$ cat config.mk
export PLATFORM = sky130hd
export DESIGN_NAME = mips_muldiv_unit
export DESIGN_NICKNAME = d
export VERILOG_FILES = /design/src/rtl/mips_muldiv_unit.sv
export SDC_FILE = /design/constraint.sdc
export NUM_CORES = 1
export LEC_CHECK = 0
export ABC_AREA = 1
export CORE_MARGIN = 1
export CORE_UTILIZATION = 50
export DETAILED_ROUTE_END_ITERATION = 7
export PLACE_DENSITY = 0.8
export SYNTH_ARGS = -nofsm -noshare
export SYNTH_HDL_FRONTEND = slang
export SYNTH_SLANG_ARGS = --single-unit
$ cat constraint.sdc
create_clock -name clk -period 4.8 [get_ports clk]
set_input_delay 0.96 -clock clk [delete_from_list [all_inputs] [get_ports clk]]
set_output_delay 0.96 -clock clk [all_outputs]
set_load 0.01 [all_outputs]
$ cat src/rtl/mips_muldiv_unit.sv
// mips_muldiv_unit: iterative MULT/MULTU/DIV/DIVU with HI/LO plus MFHI/MFLO/MTHI/MTLO decode.
// The divide datapath and div_by_zero are built only when MIPS_MULDIV_DIV_EN is defined.
module mips_muldiv_unit #(
    parameter int WIDTH = 32
) (
    input  logic             clk,
    input  logic             reset_n,
    input  logic             start,
    input  logic [2:0]       alu_op,
    input  logic [5:0]       funct,
    input  logic [WIDTH-1:0] src_a,
    input  logic [WIDTH-1:0] src_b,
    output logic             busy,
    output logic             done,
    output logic             div_by_zero,
    output logic [WIDTH-1:0] hi,
    output logic [WIDTH-1:0] lo,
    output logic             md_sel,
    output logic [WIDTH-1:0] rd_data
);
    localparam int CW = $clog2(WIDTH);
    localparam logic [5:0] F_MFHI  = 6'b010000;
    localparam logic [5:0] F_MTHI  = 6'b010001;
    localparam logic [5:0] F_MFLO  = 6'b010010;
    localparam logic [5:0] F_MTLO  = 6'b010011;
    localparam logic [5:0] F_MULT  = 6'b011000;
    localparam logic [5:0] F_MULTU = 6'b011001;

    typedef enum logic [1:0] {IDLE, RUN, FIX} state_t;
    state_t state, state_nx;

    logic [WIDTH-1:0]   acc, mq, m, acc_step, mq_step, mag_a, mag_b;
    logic [CW-1:0]      cnt;
    logic               neg_lo, go, is_mul, is_div, dz, start_op, sa, sb, sgn;
    logic [WIDTH:0]     msum;
    logic [2*WIDTH-1:0] prod_fix, res;

    assign go       = start && alu_op == 3'b010 && state == IDLE;
    assign is_mul   = funct == F_MULT || funct == F_MULTU;
    assign sgn      = !funct[0];
    assign sa       = sgn && src_a[WIDTH-1];
    assign sb       = sgn && src_b[WIDTH-1];
    assign mag_a    = sa ? -src_a : src_a;
    assign mag_b    = sb ? -src_b : src_b;
    assign start_op = go && (is_mul || is_div);
    assign busy     = state != IDLE;
    assign md_sel   = alu_op == 3'b010 && (funct == F_MFHI || funct == F_MFLO);
    assign rd_data  = funct == F_MFHI ? hi : lo;
    // acc:mq holds partial product high half and the not-yet-consumed multiplier bits
    assign msum     = {1'b0, acc} + (mq[0] ? {1'b0, m} : {(WIDTH+1){1'b0}});
    assign prod_fix = neg_lo ? -{acc, mq} : {acc, mq};

`ifdef MIPS_MULDIV_DIV_EN
    localparam logic [5:0] F_DIV  = 6'b011010;
    localparam logic [5:0] F_DIVU = 6'b011011;
    logic           div_r, dz_r, neg_hi;
    logic [WIDTH:0] shl, diff;
    assign is_div = funct == F_DIV || funct == F_DIVU;
    assign dz     = is_div && src_b == '0;
    // restoring step: acc is the partial remainder, mq shifts dividend out and quotient in
    assign shl    = {acc, mq[WIDTH-1]};
    assign diff   = shl - {1'b0, m};
    assign {acc_step, mq_step} = div_r
        ? {diff[WIDTH] ? shl[WIDTH-1:0] : diff[WIDTH-1:0], mq[WIDTH-2:0], !diff[WIDTH]}
        : {msum, mq[WIDTH-1:1]};
    assign res = div_r ? {neg_hi ? -acc : acc, neg_lo ? -mq : mq} : prod_fix;

    always_ff @(posedge clk or negedge reset_n) begin
        if (!reset_n) begin
            div_r       <= 1'b0;
            dz_r        <= 1'b0;
            neg_hi      <= 1'b0;
            div_by_zero <= 1'b0;
        end else begin
            if (start_op) begin
                div_r  <= is_div;
                dz_r   <= dz;
                neg_hi <= !dz && (is_div ? sa : sa ^ sb);
            end
            div_by_zero <= state == FIX && dz_r;
        end
    end
`else
    assign is_div              = 1'b0;
    assign dz                  = 1'b0;
    assign {acc_step, mq_step} = {msum, mq[WIDTH-1:1]};
    assign res                 = prod_fix;
    assign div_by_zero         = 1'b0;
`endif

    always_ff @(posedge clk or negedge reset_n) begin
        if (!reset_n) state <= IDLE;
        else state <= state_nx;
    end

    always_comb begin
        state_nx = state == IDLE ? (start_op ? (dz ? FIX : RUN) : IDLE)
                 : state == RUN  ? (cnt == '0 ? FIX : RUN)
                 : IDLE;
    end

    always_ff @(posedge clk or negedge reset_n) begin
        if (!reset_n) begin
            {acc, mq, m, hi, lo} <= '0;
            cnt    <= '0;
            neg_lo <= 1'b0;
            done   <= 1'b0;
        end else begin
            done <= state == FIX;
            if (start_op) begin
                acc    <= dz ? src_a : '0;
                mq     <= dz ? '1 : is_div ? mag_a : mag_b;
                m      <= is_div ? mag_b : mag_a;
                cnt    <= CW'(WIDTH - 1);
                neg_lo <= !dz && (sa ^ sb);
            end else if (state == RUN) begin
                acc <= acc_step;
                mq  <= mq_step;
                cnt <= cnt - 1'b1;
            end
            if (state == FIX) {hi, lo} <= res;
            else if (go && funct == F_MTHI) hi <= src_a;
            else if (go && funct == F_MTLO) lo <= src_a;
        end
    end
endmodule

==> flow_summary_export.csv <==
group,metric,value,unit
outcome,outcome,"finished clean",
cts,post-cts-setup-buffers,0,
cts,cts_buffers,17,
critical_path,endpoint_kind,"output pin",
synth,ys_ff_latch,169,
cts,cts_buffer_depth,2,
critical_path,startpoint,"funct[3]",
synth,yosys.area_share.adder,3.39,%
critical_path,critPathSlowestCell,"clkdlybuf4s50_1",
global_route,top_usage_layer,"met2",
synth,yosys_warnings,0,
synth,async_reset_ff_share,100,%
layout,syn_to_final_growth,18.5,%
critical_path,cp_max_fo,34,
die,initial_utilization,51.0,%
placement,place.gp.congestion,0.957,
drt,remaining_drc_errors,0,
critical_path,crit_buf_inv,4,
critical_path,path_depth,7,
min_path,hold_class,"register to register",
flow_run,max_cap_viol_count,0,
global_route,first_global_vias,15000,
placement,dpl-instance-area,16200,sq um
synth,synthFlopType,"dfrtp_1",
critical_path,rrSetupSlack,1960,ps
power,p_leak,8.72,nW
global_route,met1_usage,56.9,%
synth,synth_area_leaders,"dfrtp_1 30%, nand2_1 20%, nand3_1 9.9%, inv_1 7.6%, nor2_1 6.9%",
critical_path,crit_chain,"clkdlybuf4s50_1, or2_1, inv_1, nand3_2, buf_4, mux2_2, clkdlybuf4s50_1",
global_route,grt_max_degree,106,
power,irDropWorstVdd,234,uV
timing,tightest_slew,1010,ps
timing,hold_violations,0,
timing,final.setup.tns,0,ps
cts,htreeDepth,4,
timing,setup_viol,0,
synth,synth_mux_area_share,2.37,%
timing,drv_slew,0,
global_route,grt_pass1_wl,86500,um
global_route,grt_use_total,39.7,%
critical_path,reg2reg_to,"acc[26]$_DFFE_PN0P_",
synth,synth_compound_area_share,10.8,%
synth,synth-simple-area-share,40.9,%
synth,yosysMostFrequentCell,"nand2_1",
critical_path,arrival,3130,ps
synth,yosysTopAreaCell,"dfrtp_1",
timing,relSlewSlack,32.5,%
cts,cts.clk_slew.worst_paths,70,ps
die,die_w,171,um
global_route,antenna_found_initial,0,
drt,drt_iter0_drc,2255,
synth,synth_top_area_share,29.7,%
drt,first_pass_iters,8,
drt,drtAntennaViolNets,0,
synth,synth-xor-area-share,2.28,%
synth,syn_area_per_cell,6.16,sq um
drt,wl_per_cell,20.1,um
critical_path,path_class,"primary input to output pin",
timing,min_period_over_period,85.2,%
synth,synth_area,14200,sq um
cts,root_buffer,"clkbuf_16",
layout,drive_gt1_share,5.00,%
layout,n_antenna_cell,0,
synth,yosysUniqueCellTypes,50,
layout,final_area,16900,sq um
die,dieHeight,171,um
drt,vias,16300,
die,core,27900,sq um
global_route,grtUsageMet3,8.42,%
synth,syn_inst,2313,
global_route,grt_use_met2,59.1,%
drt,wl,57000,um
critical_path,max_stage_delay,540,ps
synth,yosysSeqAreaShare,29.7,%
critical_path,crit_end,"rd_data[19]",
layout,fin_nets,2559,
power,p_per_area,222,nW/um^2
synth,synth_common_cells,"745 x nand2_1, 290 x inv_1, 282 x nand3_1",
critical_path,startpoint_type,"primary input",
critical_path,worstRegToRegCells,14,
timing,grt_setup_unrepaired,"false",
critical_path,cpLargestDelayFamily,"buffers and inverters",
critical_path,required,3840,ps
synth,syn_nets,2427,
global_route,grt-ovfl-total,0,
drt,vias_per_cell,5.74,
die,ioPinCount,176,
cts,ctsHoldBuffers,0,
synth,synth_top_family_by_area,"simple AND/OR/NAND/NOR gates",
placement,hpwlAfterDp,44800,um
placement,io_buffers,174,
timing,fmax,245,MHz
die,die-area,29200,sq um
timing,fin_skew,14.7,ps
die,row_count,61,
critical_path,r2r_start,"mq[0]$_DFFE_PN0P_",
synth,synth_edf_count,0,
cts,cts_resized,0,
cts,cts.sinks,169,
cts,clkLatencyLatePin,450,ps
cts,cts_tree,"built",
critical_path,cpMostUsedCell,"clkdlybuf4s50_1",
timing,period_needed,4090,ps
power by group:
group          switching, W  internal (W)  leakage (nW)
logic              0.000374      0.000225          6.38
registers         0.0000921       0.00149          2.03
clock network      0.000668      0.000900         0.315
layer usage:
layer  vias to the layer above  share of wire (%)
li1                       7700                  -
met1                      7596                 44
met2                       896                 42
met3                        93                 11
met4                         0                2.8
met5                         -                  0
how the worst min path moves through the flow:
stage / startpoint / to / slack [ps] / cells after the start
floorplan: m[22]$_DFFE_PN0P_ / m[22]$_DFFE_PN0P_ / 450 / 2
global placement: cnt[4]$_DFFE_PN0P_ / cnt[4]$_DFFE_PN0P_ / 470 / 2
detailed placement: m[30]$_DFFE_PN0P_ / m[30]$_DFFE_PN0P_ / 470 / 2
CTS: m[30]$_DFFE_PN0P_ / m[30]$_DFFE_PN0P_ / 490 / 2
global route: cnt[4]$_DFFE_PN0P_ / cnt[4]$_DFFE_PN0P_ / 510 / 2
finish: m[26]$_DFFE_PN0P_ / m[26]$_DFFE_PN0P_ / 500 / 2
layout by cell type, fill, tap and decap left out, types with 4 or more instances in the layout:
cell type        Yosys  routed
a21oi_1             62      62
a31oi_1             17      17
buf_4                8      17
bufinv_16            0       4
clkbuf_16            0      17
clkdlybuf4s50_1      0     173
dfrtp_1            169     168
ha_1                37      37
inv_1              290     290
inv_2                9       9
mux2_2              30      30
nand2_1            745     745
nand3_1            282     282
nand3b_1            10      10
nand4_1             32      32
nor2_1             263     263
nor2_2              10      10
nor3_1              14      14
o211ai_1            11      11
o21ai_0            130     130
o21ai_1             13      13
o21bai_1             8       8
o221ai_1             4       4
o22ai_1             10      10
o31ai_1             15      15
or2_2                8       8
xnor2_1             16      16
xor2_1              21      21
tightest hold or removal path: cells and delay by family, from the launching register on:
family | cells | cell delay, ps
flip-flops | 1 | 350
AND/OR/NAND/NOR | 2 | 110
stage by stage:
stage / total power, W / hold slack, ps / worst slack [ps] / instances / util (%)
floorplan: 0.00191 / 449 / 1890 / 2313 / -
global placement: 0.00218 / 466 / 768 / 2804 / 58.1
detailed placement: 0.00219 / 468 / 705 / 2804 / 58.1
CTS: 0.00374 / 495 / 713 / 2836 / 60.4
global route: 0.00387 / 514 / 648 / 2836 / 60.4
finish: 0.00375 / 497 / 712 / 2836 / 60.4
cell type report:
class,instances,area [sq um]
fill,2699,11100
timing repair buffer,192,1890
clock buffer,18,439
multi-input combinational,1766,8510
tap,378,473
sequential,169,4230
inverter,299,1120
clock inverter,14,208
flip-flops by register name, indices dropped and copies added, names as in the netlist:
register / cells
lo: 32
hi: 32
neg_lo: 1
mq: 32
cnt: 5
done: 1
m: 32
acc: 32
state: 2
kinds of logic after synthesis:
logic type | after synthesis
simple gates | 1384
buf+inv | 378
compound gates | 276
flops | 169
fa+ha+maj | 38
xor+xnor | 37
mux | 30
other cells | 1
No activity file was read; power rests on OpenSTA's default activity.
